$ cat src/rtl/dynamic_bias_pkg.sv
// Shared types, default parameters and helpers for the multi-channel dynamic-bias controller.
// Optional build macro: DYN_BIAS_SAT_CNT_EN (per-channel clamp-cycle counter).
package dynamic_bias_pkg;

    typedef enum logic [1:0] {
        SETTLED = 2'd0,
        SLEW_UP = 2'd1,
        SLEW_DN = 2'd2
    } slew_state_e;

    localparam int NCH_DEF       = 4;
    localparam int IW_DEF        = 8;
    localparam int CW_DEF        = 8;
    localparam int VD_FRAC_DEF   = 7;
    localparam int GAIN_Q_DEF    = 29;
    localparam int GAIN_FRAC_DEF = 4;
    localparam int GW_DEF        = 8;
    localparam int IMAX_DEF      = 160;
    localparam int STEP_UP_DEF   = 8;
    localparam int STEP_DN_DEF   = 4;
    localparam int DLY_DEF       = 3;

    // Unsigned ceiling: returns value limited to max.
    function automatic logic [31:0] clamp_u(input logic [31:0] value, input logic [31:0] max);
        return (value > max) ? max : value;
    endfunction

endpackage

$ cat src/rtl/dyn_bias_ch.sv
// One bias channel: vd-scaled target, IMAX clamp, transport delay, asymmetric slew FSM.
// Optional build macro: DYN_BIAS_SAT_CNT_EN adds o_sat_cnt.
module dyn_bias_ch
    import dynamic_bias_pkg::*;
#(
    parameter int IW        = IW_DEF,
    parameter int CW        = CW_DEF,
    parameter int VD_FRAC   = VD_FRAC_DEF,
    parameter int GAIN_Q    = GAIN_Q_DEF,
    parameter int GAIN_FRAC = GAIN_FRAC_DEF,
    parameter int GW        = GW_DEF,
    parameter int IMAX      = IMAX_DEF,
    parameter int STEP_UP   = STEP_UP_DEF,
    parameter int STEP_DN   = STEP_DN_DEF,
    parameter int DLY       = DLY_DEF
) (
    input  logic          clk,
    input  logic          rst,
    input  logic          i_en,
    input  logic          i_mode,
    input  logic          i_upd,
    input  logic [IW-1:0] i_iin,
    input  logic [CW-1:0] i_vd,
    output logic [GW-1:0] o_iout,
    output logic          o_settled,
    output logic          o_clamped
`ifdef DYN_BIAS_SAT_CNT_EN
    ,output logic [15:0]  o_sat_cnt
`endif
);

    localparam int GQW = $clog2(GAIN_Q + 1);
    localparam int PW  = IW + CW + GQW;
    localparam int SH  = VD_FRAC + GAIN_FRAC;

    logic [PW-1:0] w_prod_p0;
    logic [PW-1:0] w_raw_p0;
    logic [GW-1:0] w_tgt_p0;
    logic          w_sat_p0;
    logic [GW-1:0] r_tgt_p1;
    logic          r_clamped_p1;
    logic [GW-1:0] w_dtgt;
    logic [GW-1:0] r_iout;
    logic [GW-1:0] w_iout_nxt;
    logic [GW-1:0] w_diff;
    slew_state_e   r_state;
    slew_state_e   w_state_nxt;

    // Stage p0: full-width product, truncating shift, static bypass and ceiling
    always_comb begin
        w_prod_p0 = PW'(i_iin) * PW'(i_vd) * PW'(GAIN_Q);
        w_raw_p0  = i_mode ? PW'(i_iin) : (w_prod_p0 >> SH);
        w_tgt_p0  = GW'(clamp_u(32'(w_raw_p0), 32'(IMAX)));
        w_sat_p0  = (w_raw_p0 > PW'(IMAX));
    end

    // Stage p1: target register; disable wins over a simultaneous update strobe
    always_ff @(posedge clk) begin
        if (rst) begin
            r_tgt_p1     <= '0;
            r_clamped_p1 <= 1'b0;
        end else if (!i_en) begin
            r_tgt_p1     <= '0;
            r_clamped_p1 <= 1'b0;
        end else if (i_upd) begin
            r_tgt_p1     <= w_tgt_p0;
            r_clamped_p1 <= w_sat_p0;
        end
    end

    // Stage p2: transport delay of the registered target
    generate
        if (DLY == 0) begin : g_nodly
            assign w_dtgt = r_tgt_p1;
        end else begin : g_dly
            logic [GW-1:0] r_dly_p2 [DLY];
            // Shift the target one place per cycle
            always_ff @(posedge clk) begin
                if (rst) begin
                    for (int k = 0; k < DLY; k++) r_dly_p2[k] <= '0;
                end else begin
                    r_dly_p2[0] <= r_tgt_p1;
                    for (int k = 1; k < DLY; k++) r_dly_p2[k] <= r_dly_p2[k-1];
                end
            end
            assign w_dtgt = r_dly_p2[DLY-1];
        end
    endgenerate

    // Slew FSM state and output code register
    always_ff @(posedge clk) begin
        if (rst) begin
            r_state <= SETTLED;
            r_iout  <= '0;
        end else begin
            r_state <= w_state_nxt;
            r_iout  <= w_iout_nxt;
        end
    end

    // Slew step toward the delayed target; the last step is trimmed to land exactly
    always_comb begin
        w_state_nxt = SETTLED;
        w_iout_nxt  = r_iout;
        w_diff      = '0;
        if (w_dtgt > r_iout) begin
            w_diff      = w_dtgt - r_iout;
            w_iout_nxt  = r_iout + ((w_diff > GW'(STEP_UP)) ? GW'(STEP_UP) : w_diff);
            w_state_nxt = SLEW_UP;
        end else if (w_dtgt < r_iout) begin
            w_diff      = r_iout - w_dtgt;
            w_iout_nxt  = r_iout - ((w_diff > GW'(STEP_DN)) ? GW'(STEP_DN) : w_diff);
            w_state_nxt = SLEW_DN;
        end
    end

    // The recorded direction must agree with where the code sits relative to the previous target
    a_slew_dir: assert property (@(posedge clk) disable iff (rst)
        !$past(rst) |->
            ((r_state == SETTLED) && (r_iout == $past(w_dtgt))) ||
            ((r_state == SLEW_UP) && (r_iout <= $past(w_dtgt))) ||
            ((r_state == SLEW_DN) && (r_iout >= $past(w_dtgt))));

    assign o_iout    = r_iout;
    assign o_settled = (r_iout == w_dtgt);
    assign o_clamped = r_clamped_p1;

`ifdef DYN_BIAS_SAT_CNT_EN
    logic [15:0] r_sat_cnt;
    // Count cycles spent at the ceiling; an update taken while disabled clears it
    always_ff @(posedge clk) begin
        if (rst) begin
            r_sat_cnt <= '0;
        end else if (i_upd && !i_en) begin
            r_sat_cnt <= '0;
        end else if (r_clamped_p1 && (r_sat_cnt != 16'hFFFF)) begin
            r_sat_cnt <= r_sat_cnt + 16'd1;
        end
    end
    assign o_sat_cnt = r_sat_cnt;
`endif

endmodule

$ cat src/rtl/dynamic_bias_mc.sv
// NCH-channel clocked dynamic-bias controller: packs/unpacks buses around dyn_bias_ch.
// Optional build macro: DYN_BIAS_SAT_CNT_EN adds the packed sat_cnt output.
module dynamic_bias_mc
    import dynamic_bias_pkg::*;
#(
    parameter int NCH       = NCH_DEF,
    parameter int IW        = IW_DEF,
    parameter int CW        = CW_DEF,
    parameter int VD_FRAC   = VD_FRAC_DEF,
    parameter int GAIN_Q    = GAIN_Q_DEF,
    parameter int GAIN_FRAC = GAIN_FRAC_DEF,
    parameter int GW        = GW_DEF,
    parameter int IMAX      = IMAX_DEF,
    parameter int STEP_UP   = STEP_UP_DEF,
    parameter int STEP_DN   = STEP_DN_DEF,
    parameter int DLY       = DLY_DEF
) (
    input  logic              clk,
    input  logic              rst,
    input  logic [NCH-1:0]    en,
    input  logic [NCH-1:0]    mode,
    input  logic              upd,
    input  logic [NCH*IW-1:0] iin_code,
    input  logic [NCH*CW-1:0] vd_code,
    output logic [NCH*GW-1:0] iout,
    output logic [NCH-1:0]    settled,
    output logic [NCH-1:0]    clamped
`ifdef DYN_BIAS_SAT_CNT_EN
    ,output logic [NCH*16-1:0] sat_cnt
`endif
);

    for (genvar g = 0; g < NCH; g++) begin : g_ch
        dyn_bias_ch #(
            .IW        (IW),
            .CW        (CW),
            .VD_FRAC   (VD_FRAC),
            .GAIN_Q    (GAIN_Q),
            .GAIN_FRAC (GAIN_FRAC),
            .GW        (GW),
            .IMAX      (IMAX),
            .STEP_UP   (STEP_UP),
            .STEP_DN   (STEP_DN),
            .DLY       (DLY)
        ) u_ch (
            .clk       (clk),
            .rst       (rst),
            .i_en      (en[g]),
            .i_mode    (mode[g]),
            .i_upd     (upd),
            .i_iin     (iin_code[g*IW +: IW]),
            .i_vd      (vd_code[g*CW +: CW]),
            .o_iout    (iout[g*GW +: GW]),
            .o_settled (settled[g]),
            .o_clamped (clamped[g])
`ifdef DYN_BIAS_SAT_CNT_EN
            ,.o_sat_cnt (sat_cnt[g*16 +: 16])
`endif
        );
    end

endmodule
$ cat config.mk
export PLATFORM = sky130hd
export DESIGN_NAME = dynamic_bias_mc
export DESIGN_NICKNAME = d
export VERILOG_FILES = /design/src/rtl/dynamic_bias_pkg.sv /design/src/rtl/dyn_bias_ch.sv /design/src/rtl/dynamic_bias_mc.sv
export SDC_FILE = /design/constraint.sdc
export NUM_CORES = 1
export LEC_CHECK = 0
export CAP_MARGIN = 25
export CORE_MARGIN = 3
export CORE_UTILIZATION = 40
export CTS_CLUSTER_SIZE = 24
export DETAILED_ROUTE_END_ITERATION = 10
export HOLD_SLACK_MARGIN = 0.08
export PLACE_DENSITY = 0.66
export SLEW_MARGIN = 15
export SYNTH_ARGS = -nofsm -noshare
export SYNTH_HDL_FRONTEND = slang
export SYNTH_HIERARCHICAL = 1
export SYNTH_SLANG_ARGS = --single-unit
$ cat constraint.sdc
create_clock -name clk -period 13.36 [get_ports clk]
set_clock_uncertainty 0.2 [all_clocks]
set_input_delay 2.672 -clock clk [delete_from_list [all_inputs] [get_ports clk]]
set_output_delay 2.672 -clock clk [all_outputs]
set_load 0.03 [all_outputs]
======== Yosys cells after proc, flatten, opt, wreduce, memory -nomap -nowiden ========
Memories as Yosys holds them, arrays and structs flattened.
Index checks and enable logic that the tools add are counted.
storage, ports and cells
  bits in registers ....................... 68
  bits of input ports ..................... 75
  output and inout port bits .............. 40
  memories ................................ 4
  RAM bits ................................ 96
memory list
  memory                       words  width  read ports  clocked after Yosys merged registers in  write ports  line               text
  g_ch[0].u_ch.g_dly.r_dly_p2  3      8      3           0                                        3            dyn_bias_ch.sv:76  logic [GW-1:0] r_dly_p2 [DLY];
  g_ch[1].u_ch.g_dly.r_dly_p2  3      8      3           0                                        3            dyn_bias_ch.sv:76
  g_ch[2].u_ch.g_dly.r_dly_p2  3      8      3           0                                        3            dyn_bias_ch.sv:76
  g_ch[3].u_ch.g_dly.r_dly_p2  3      8      3           0                                        3            dyn_bias_ch.sv:76
cells by class
  bitwise operators ....................... 16
  equal/unequal tests ..................... 4
  multipliers ............................. 8
  reduce and logical (&&, ||, !) cells .... 8
  order comparisons ....................... 24
  $add $sub $neg .......................... 16
  mux-type cells .......................... 39
operators with widths
  operator                                             number
  2-to-1 mux 8 bit                                     32
  subtractor 8 bit                                     12
  multiplier 16 x 5 -> 21 bit, second input constant   4
  > comparator 10 x 8 -> 1 bit, second input constant  8
  multiplier 8 x 8 -> 16 bit                           4
  2-to-1 mux 10 bit                                    4
  adder 8 bit                                          4
  equality test 8 bit                                  4
  > comparator 8 x 3 -> 1 bit, second input constant   4
  > comparator 8 x 4 -> 1 bit, second input constant   4
  > comparator 8 bit                                   4
  < comparator 8 bit                                   4
  OR 1 bit                                             12
  nonzero test 2 bit                                   4
  OR reduction 2 bit                                   4
  NOT 1 bit                                            4
  2-to-1 mux 1 bit                                     3

======== Longest topological paths before layout ========
Gate-level depths: netlist of run 1.
An unclocked memory read counts as a cell.
  depth in word-level cells ............... 7
  mapped depth ............................ 34
  gate-level depth less buffers ........... 32

======== By module ========
The synthesis of run 1 kept the hierarchy.
modules (own cells, without submodules)
  module                          instances  cells each  area each (um^2)
  dyn_bias_ch (g_ch[0].u_ch ...)  2          779         6505.0
  dyn_bias_ch (g_ch[2].u_ch)      1          797         6600.1
  dyn_bias_ch (g_ch[3].u_ch)      1          782         6438.7

======== Least setup slack after synthesis of run 1 ========
Ideal clock, no wire load.
  kind .................................... input-to-reg
  start point ............................. input port iin_code[1]
  end point ............................... register g_ch[0].u_ch.r_tgt_p1[0]
  required time ........................... 13.100 ns
  stages on the path ...................... 31
  buffers on the path ..................... 1
  arrival ................................. 10.285 ns
  path slack .............................. 2.815 ns
  cell sequence ........................... clkbuf_1 > and2_1 > fa_1 > fa_1 > fa_1 > inv_1 > fa_1 > inv_1 > ha_1 > and3_1 > a221o_1 > or3_1 > a21oi_1 > o21bai_1 > a21oi_1 > xnor2_1 > xnor2_1 > ha_1 > inv_1 > fa_1 > inv_1 > ha_1 > and3_2 > a31o_1 > o21ba_1 > o31a_1 > or3_1 > a31oi_1 > o21ai_2 > nor3_2 > a32o_2
between the ends
  longest elaborated chain between the ends .. 5
RTL lines
  what                          line                    text
  start: declaration            dynamic_bias_mc.sv:23   input logic [NCH*IW-1:0] iin_code,
  multiplier 8 x 8 -> 16 bit    dyn_bias_ch.sv:51       w_prod_p0 = PW'(i_iin) * PW'(i_vd) * PW'(GAIN_Q);
  multiplier 16 x 5 -> 21 bit   dyn_bias_ch.sv:51
  2-to-1 mux 10 bit *           dyn_bias_ch.sv:52       w_raw_p0 = i_mode ? PW'(i_iin) : (w_prod_p0 >> SH);
  > comparator 10 x 8 -> 1 bit  dynamic_bias_pkg.sv:25  return (value > max) ? max : value;
  2-to-1 mux 8 bit *            dynamic_bias_pkg.sv:25
  end signal: assignment        dyn_bias_ch.sv:66       r_tgt_p1 <= w_tgt_p0;
  end: declaration              dyn_bias_ch.sv:40       logic [GW-1:0] r_tgt_p1;
Mark *: on every way between the ends. The rest lies on a longest branch, timed or not.
A chain may end at the register's enable or synchronous reset.

======== Final worst setup path of run 1 ========
  start point ............................. input port iin_code[16]
  end point ............................... register g_ch[2].u_ch.r_tgt_p1[3]
between the ends
  longest elaborated chain between the ends .. 5
RTL lines
  what                          line
  multiplier 8 x 8 -> 16 bit    dyn_bias_ch.sv:51
  multiplier 16 x 5 -> 21 bit   dyn_bias_ch.sv:51
  2-to-1 mux 10 bit *           dyn_bias_ch.sv:52
  > comparator 10 x 8 -> 1 bit  dynamic_bias_pkg.sv:25
  2-to-1 mux 8 bit *            dynamic_bias_pkg.sv:25
  end signal: assignment        dyn_bias_ch.sv:66
  end: declaration              dyn_bias_ch.sv:40
Marks and branches as above.

==> metrics, run 1 <==
gpl congestion=0.842; achievable frequency=0.0888 GHz; Synth top area share=18.8%; Slew HR=49.8%; # hold bufs at CTS=0; GRT met1 Usage=23.2%; # IOs=115; diodes inserted=0; CP required=13.55 ns; initial DRC count=876; commonest cells in the netlist=inv_1 (572), ha_1 (392), fa_1 (236); Yosys Warn Count=6; DRT antenna net count=0; prevailing post-synth register cell=dfxtp_1; vias=20500; DIE AREA=0.0682 mm²; Core Box Area=0.0638 mm²; crit path DAT=11.45 ns; CTS tree=yes; die width=261 µm; met2 Use GR=26.6%; Synth cell types=101; Async S/R FF share, synth=0%; multi-input logic area=0.0203 mm²; grt ovf=0; post-route cell area=0.0286 mm²; DRC Markers=0; routed len/inst=13.3 µm; CTS Buf Count=17; Hold WC Path Type=flip-flop to flip-flop; gr usage total=16.3%; fin nets=3919; Syn Std Cell Area=0.0260 mm²; register area=0.00328 mm²; First-pass DRT Iterations=5; final hold slack=0.229 ns; Die Span Y=261 µm; Placed Area=0.0280 mm²; pin count of the biggest net entering global routing=73; Starting Density=40.8%; share of layout cells above drive strength 1=3.41%; Post-CTS Resized=0; CTS root buf=clkbuf_16; Setup Buffers After CTS=0; CTS sink count=164; Worst-Skew Late Latency=0.45 ns; Final TNS setup=0 ns; Syn Nets=3840; first-pass GRT wire length=93900 µm; via density per instance=5.03; CP endpoint kind=flip-flop; worst slew pin tran=0.751 ns; top-count cell post-synth=inv_1; clock tree buffer depth=2; number of synthesized flops with an enable pin=0; # setup viols final=0; fillers=6442; Area growth syn-to-layout=9.88%; run status=completed; PortBufs=114; FP Rows=92; Worst Path Max Fanout=10; RSZ-0062 raised after global routing=false; critical path class=input pin to flip-flop; Worst path slowest cell=clkdlybuf4s50_1; max-cap violations=0; DPL Wire Length=45300 µm; leading area contributor after synthesis=ha_1; Seq/Total Area, Yosys=12.6%; crit share post-route=84.3%; gr busiest metal=met2; synthesized instance count=3137; final wirelength=54300 µm; top cells by area, synth=ha_1 (19%), fa_1 (18%), dfxtp_1 (13%); Crit path largest cell delay=0.70 ns; Slew Viols, Final=0; final hold violations=0; vias in the first global route=20000; initial antenna violation count=0; H-tree depth=4; final core occ=44.9%; CP Launch Type=input pin; #FFs+latches synth=164; grt met3 use=1.99%; Tmin final=11.26 ns; syn_area_per_cell=8.30 µm²; CTS clk-pin slew, worst paths=0.08 ns
-- cell type report --
class | instances | area share, %
inverter | 575 | 7.54
multi-input combinational | 2338 | 71.0
tap | 846 | 3.70
clock buffer | 17 | 1.49
clock inverter | 15 | 0.699
sequential | 164 | 11.5
timing repair buffer | 120 | 4.14
-- worst paths after layout --
path / start / to / cells past startpoint / slack (ns)
max: iin_code[16] / g_ch[2].u_ch/r_tgt_p1[3]$_SDFFE_PP0P_ / 30 / 2.10
min: g_ch[0].u_ch/g_dly.r_dly_p2[0][1]$_SDFF_PP0_ / g_ch[0].u_ch/g_dly.r_dly_p2[0][9]$_SDFF_PP0_ / 1 / 0.23
max reg2reg: g_ch[2].u_ch/o_iout[1]$_SDFFE_PP0P_ / g_ch[2].u_ch/o_iout[7]$_SDFFE_PP0P_ / 23 / 7.44
min reg2reg: g_ch[0].u_ch/g_dly.r_dly_p2[0][1]$_SDFF_PP0_ / g_ch[0].u_ch/g_dly.r_dly_p2[0][9]$_SDFF_PP0_ / 1 / 0.23
-- cells in the final DEF, fill, tap and decap left out, types with 44 or more instances in the layout --
cell type,instances
inv_1,572
ha_1,392
fa_1,236
and2_1,229
nand2_1,176
dfxtp_1,164
nor2_1,158
a21oi_1,143
nor2b_1,125
clkdlybuf4s50_1,113
o21ai_0,110
xnor2_1,95
a21o_1,61
xor2_1,49
nand3_1,47
nor3_1,44
-- metal layers --
layer / share of wire, % / vias up
li1: - / 10500
met1: 51 / 9696
met2: 44 / 229
met3: 3.3 / 32
met4: 1.1 / 0
met5: 0 / -
-- registers in the layout, indices dropped and copies added (netlist names) --
name and flops:
g_ch.u_ch/g_dly.r_dly_p2 96, g_ch.u_ch/o_clamped 4, g_ch.u_ch/o_iout 32, g_ch.u_ch/r_tgt_p1 32
-- logic make-up (layout without fill, tap and decap cells) --
| group | Yosys count | count (layout) | synth area share (%) |
|---|---|---|---|
| DFF | 164 | 164 | 12.6 |
| buffers and inverters | 635 | 727 | 9.41 |
| adders and majority gates | 630 | 630 | 37.0 |
| muxes | 18 | 18 | 0.696 |
| AOI/OAI and AO/OA | 607 | 607 | 15.7 |
| xor gates and xnor gates | 147 | 147 | 5.08 |
| and+or+nand+nor | 936 | 936 | 19.4 |
-- worst max-delay path: cells and delay by family --
kind | cells | cell delay [ns]
and+or+nand+nor | 3 | 0.85
adders and majority gates | 8 | 3.65
xor gates and xnor gates | 3 | 0.74
AOI/OAI and AO/OA | 10 | 2.60
buffers and inverters | 6 | 0.93
-- metrics by stage --
stage	setup slack (ns)	std cells
finish	2.10	4075
global route	1.66	4075
CTS	2.16	4074
detailed placement	1.71	4042
global placement	1.87	4042
floorplan	2.81	3137
Power of run 1 is left out: the tool's default activity adds up to more than one toggle a clock period on the data nets, which glitch-free logic cannot reach.
==> inputs of run 2 (changes only) <==
==> constraint.sdc (replaced) <==
create_clock -name clk -period 11.4 [get_ports clk]
set_clock_uncertainty 0.2 [all_clocks]
set_input_delay 2.28 -clock clk [delete_from_list [all_inputs] [get_ports clk]]
set_output_delay 2.28 -clock clk [all_outputs]
set_load 0.03 [all_outputs]
==> run 2 against run 1 <==
Via count decreased by 0.45%. Register-to-register slack got worse by 1.9 ns. Non-clock buffer count increased by 11. Utilization increased by 0.055 points. Setup slack got worse by 1.4 ns. Count of clock-buffer cells in the layout increased by 1. Largest cell class unchanged.
==> metrics, run 2 (same netlist as run 1, synthesis figures left out) <==
gpl congestion=0.842; gr usage total=16.3%; GRT met1 Usage=23.2%; DRC Markers=0; routed len/inst=13.2 µm; critical path class=input pin to flip-flop; DRT antenna net count=0; achievable frequency=0.0937 GHz; max-cap violations=0; Final TNS setup=0 ns; DPL Wire Length=45400 µm; crit path DAT=10.81 ns; # IOs=115; CTS root buf=clkbuf_16; initial DRC count=985; pin count of the biggest net entering global routing=73; clock tree buffer depth=2; fin nets=3930; grt met3 use=2.60%; vias in the first global route=19900; share of layout cells above drive strength 1=3.70%; CTS clk-pin slew, worst paths=0.07 ns; placed insts=4053; PortBufs=114; First-pass DRT Iterations=5; CTS tree=yes; CP Launch Type=input pin; RSZ-0062 raised after global routing=false; Slew Viols, Final=0; gr busiest metal=met2; CP required=11.53 ns; Hold Path End=g_ch[2].u_ch/g_dly.r_dly_p2[0][20]$_SDFF_PP0_; Worst path slowest cell=clkdlybuf4s50_1; first-pass GRT wire length=94300 µm; DIE AREA=0.0682 mm²; Hold WC Path Type=flip-flop to flip-flop; max FFs per register=96; FP Rows=92; Core Box Area=0.0638 mm²; commonest non-fill, non-tap cell in the layout=inv_1; Die Span Y=261 µm; Worst Path Max Fanout=10; initial antenna violation count=2; CTS sink count=164; die width=261 µm; hold path cells=1; Area growth syn-to-layout=10.0%; worst slew pin tran=0.741 ns; post-route insts no fill=4087; commonest cells after routing, fill and taps aside=inv_1 (572), ha_1 (392), fa_1 (236); crit share post-route=93.7%; Setup Buffers After CTS=0; Crit path largest cell delay=0.65 ns; Slew HR=50.4%; run status=completed; Reg with most FFs=g_ch.u_ch/g_dly.r_dly_p2; Starting Density=40.8%; vias=20400; via density per instance=4.99; # setup viols final=0; Worst-Skew Late Latency=0.45 ns; CTS Buf Count=17; met2 Use GR=26.9%; grt ovf=0; final hold violations=0; Critical R2R Launch=g_ch[2].u_ch/o_iout[1]$_SDFFE_PP0P_; HP Start=g_ch[2].u_ch/g_dly.r_dly_p2[0][12]$_SDFF_PP0_; Tmin final=10.68 ns; CP endpoint kind=flip-flop; final wirelength=53900 µm; worst-case reg-to-reg path depth=23; reg-to-reg endpoint=g_ch[2].u_ch/o_iout[7]$_SDFFE_PP0P_; H-tree depth=4; R2R Setup Slk=5.50 ns
run 2: worst max path at each step:
stage / to / slack (ns) / startpoint / cells past startpoint
finish: g_ch[1].u_ch/r_tgt_p1[0]$_SDFFE_PP0P_ / 0.72 / iin_code[8] / 32
global route: g_ch[2].u_ch/r_tgt_p1[4]$_SDFFE_PP0P_ / 0.04 / iin_code[17] / 31
CTS: g_ch[1].u_ch/r_tgt_p1[0]$_SDFFE_PP0P_ / 0.72 / iin_code[9] / 31
detailed placement: g_ch[1].u_ch/r_tgt_p1[0]$_SDFFE_PP0P_ / 0.24 / iin_code[9] / 31
global placement: g_ch[1].u_ch/r_tgt_p1[0]$_SDFFE_PP0P_ / 0.39 / iin_code[8] / 32
floorplan: g_ch[0].u_ch/r_tgt_p1[0]$_SDFFE_PP0P_ / 1.25 / iin_code[1] / 31
run 2: layout make-up:
class | count | area (µm²)
Sequential cell | 164 | 3280
Tap cell | 846 | 1060
Multi-Input combinational cell | 2338 | 20300
Inverter | 575 | 2160
Clock inverter | 13 | 139
Fill cell | 6362 | 35100
Timing Repair Buffer | 131 | 1270
Clock buffer | 18 | 429
Antenna cell | 2 | 5.00
run 2: layer usage:
metal  routed length [µm]  vias to the layer above
met3                 1820                       26
met4                  370                        0
li1                     -                    10600
met1                27700                     9602
met2                24000                      218
met5                    0                        -
run 2: metrics by stage:
stage	hold slack, ns	setup WS [ns]	utilization, %	area, µm²
after floorplan	0.214	1.25	-	26000
after global placement	0.215	0.394	44.0	28100
after detailed placement	0.222	0.235	44.0	28100
after CTS	0.234	0.718	44.9	28600
after global routing	0.254	0.0364	44.9	28700
final	0.229	0.723	44.9	28700
run 2: timing repair:
action,in CTS,in global routing
gates resized for setup,0,1
hold buffers,0,0
setup endpoints to repair,0,4
run 2: worst max-delay path: cells and delay by family:
| kind | cells | cell delay, ns |
|---|---|---|
| buf+inv | 6 | 0.88 |
| compound gates | 11 | 2.60 |
| simple gates | 5 | 0.89 |
| fa+ha+maj | 8 | 3.62 |
| xor+xnor | 2 | 0.52 |
Power of run 2 is left out for the same reason.
==> inputs of run 3 (changes only) <==
--- a/config.mk
+++ b/config.mk
@@ -17,3 +17,4 @@
 export SYNTH_HDL_FRONTEND = slang
 export SYNTH_HIERARCHICAL = 1
 export SYNTH_SLANG_ARGS = --single-unit
+export TNS_END_PERCENT = 20
==> constraint.sdc (replaced) <==
create_clock -name clk -period 11.4 [get_ports clk]
set_clock_uncertainty 0.2 [all_clocks]
set_input_delay 2.28 -clock clk [delete_from_list [all_inputs] [get_ports clk]]
set_output_delay 2.28 -clock clk [all_outputs]
set_load 0.05 [all_outputs]
==> results of run 3 <==
Final layout, timing and power as in run 2 (identical DEF).
Power of run 3 is left out for the same reason.
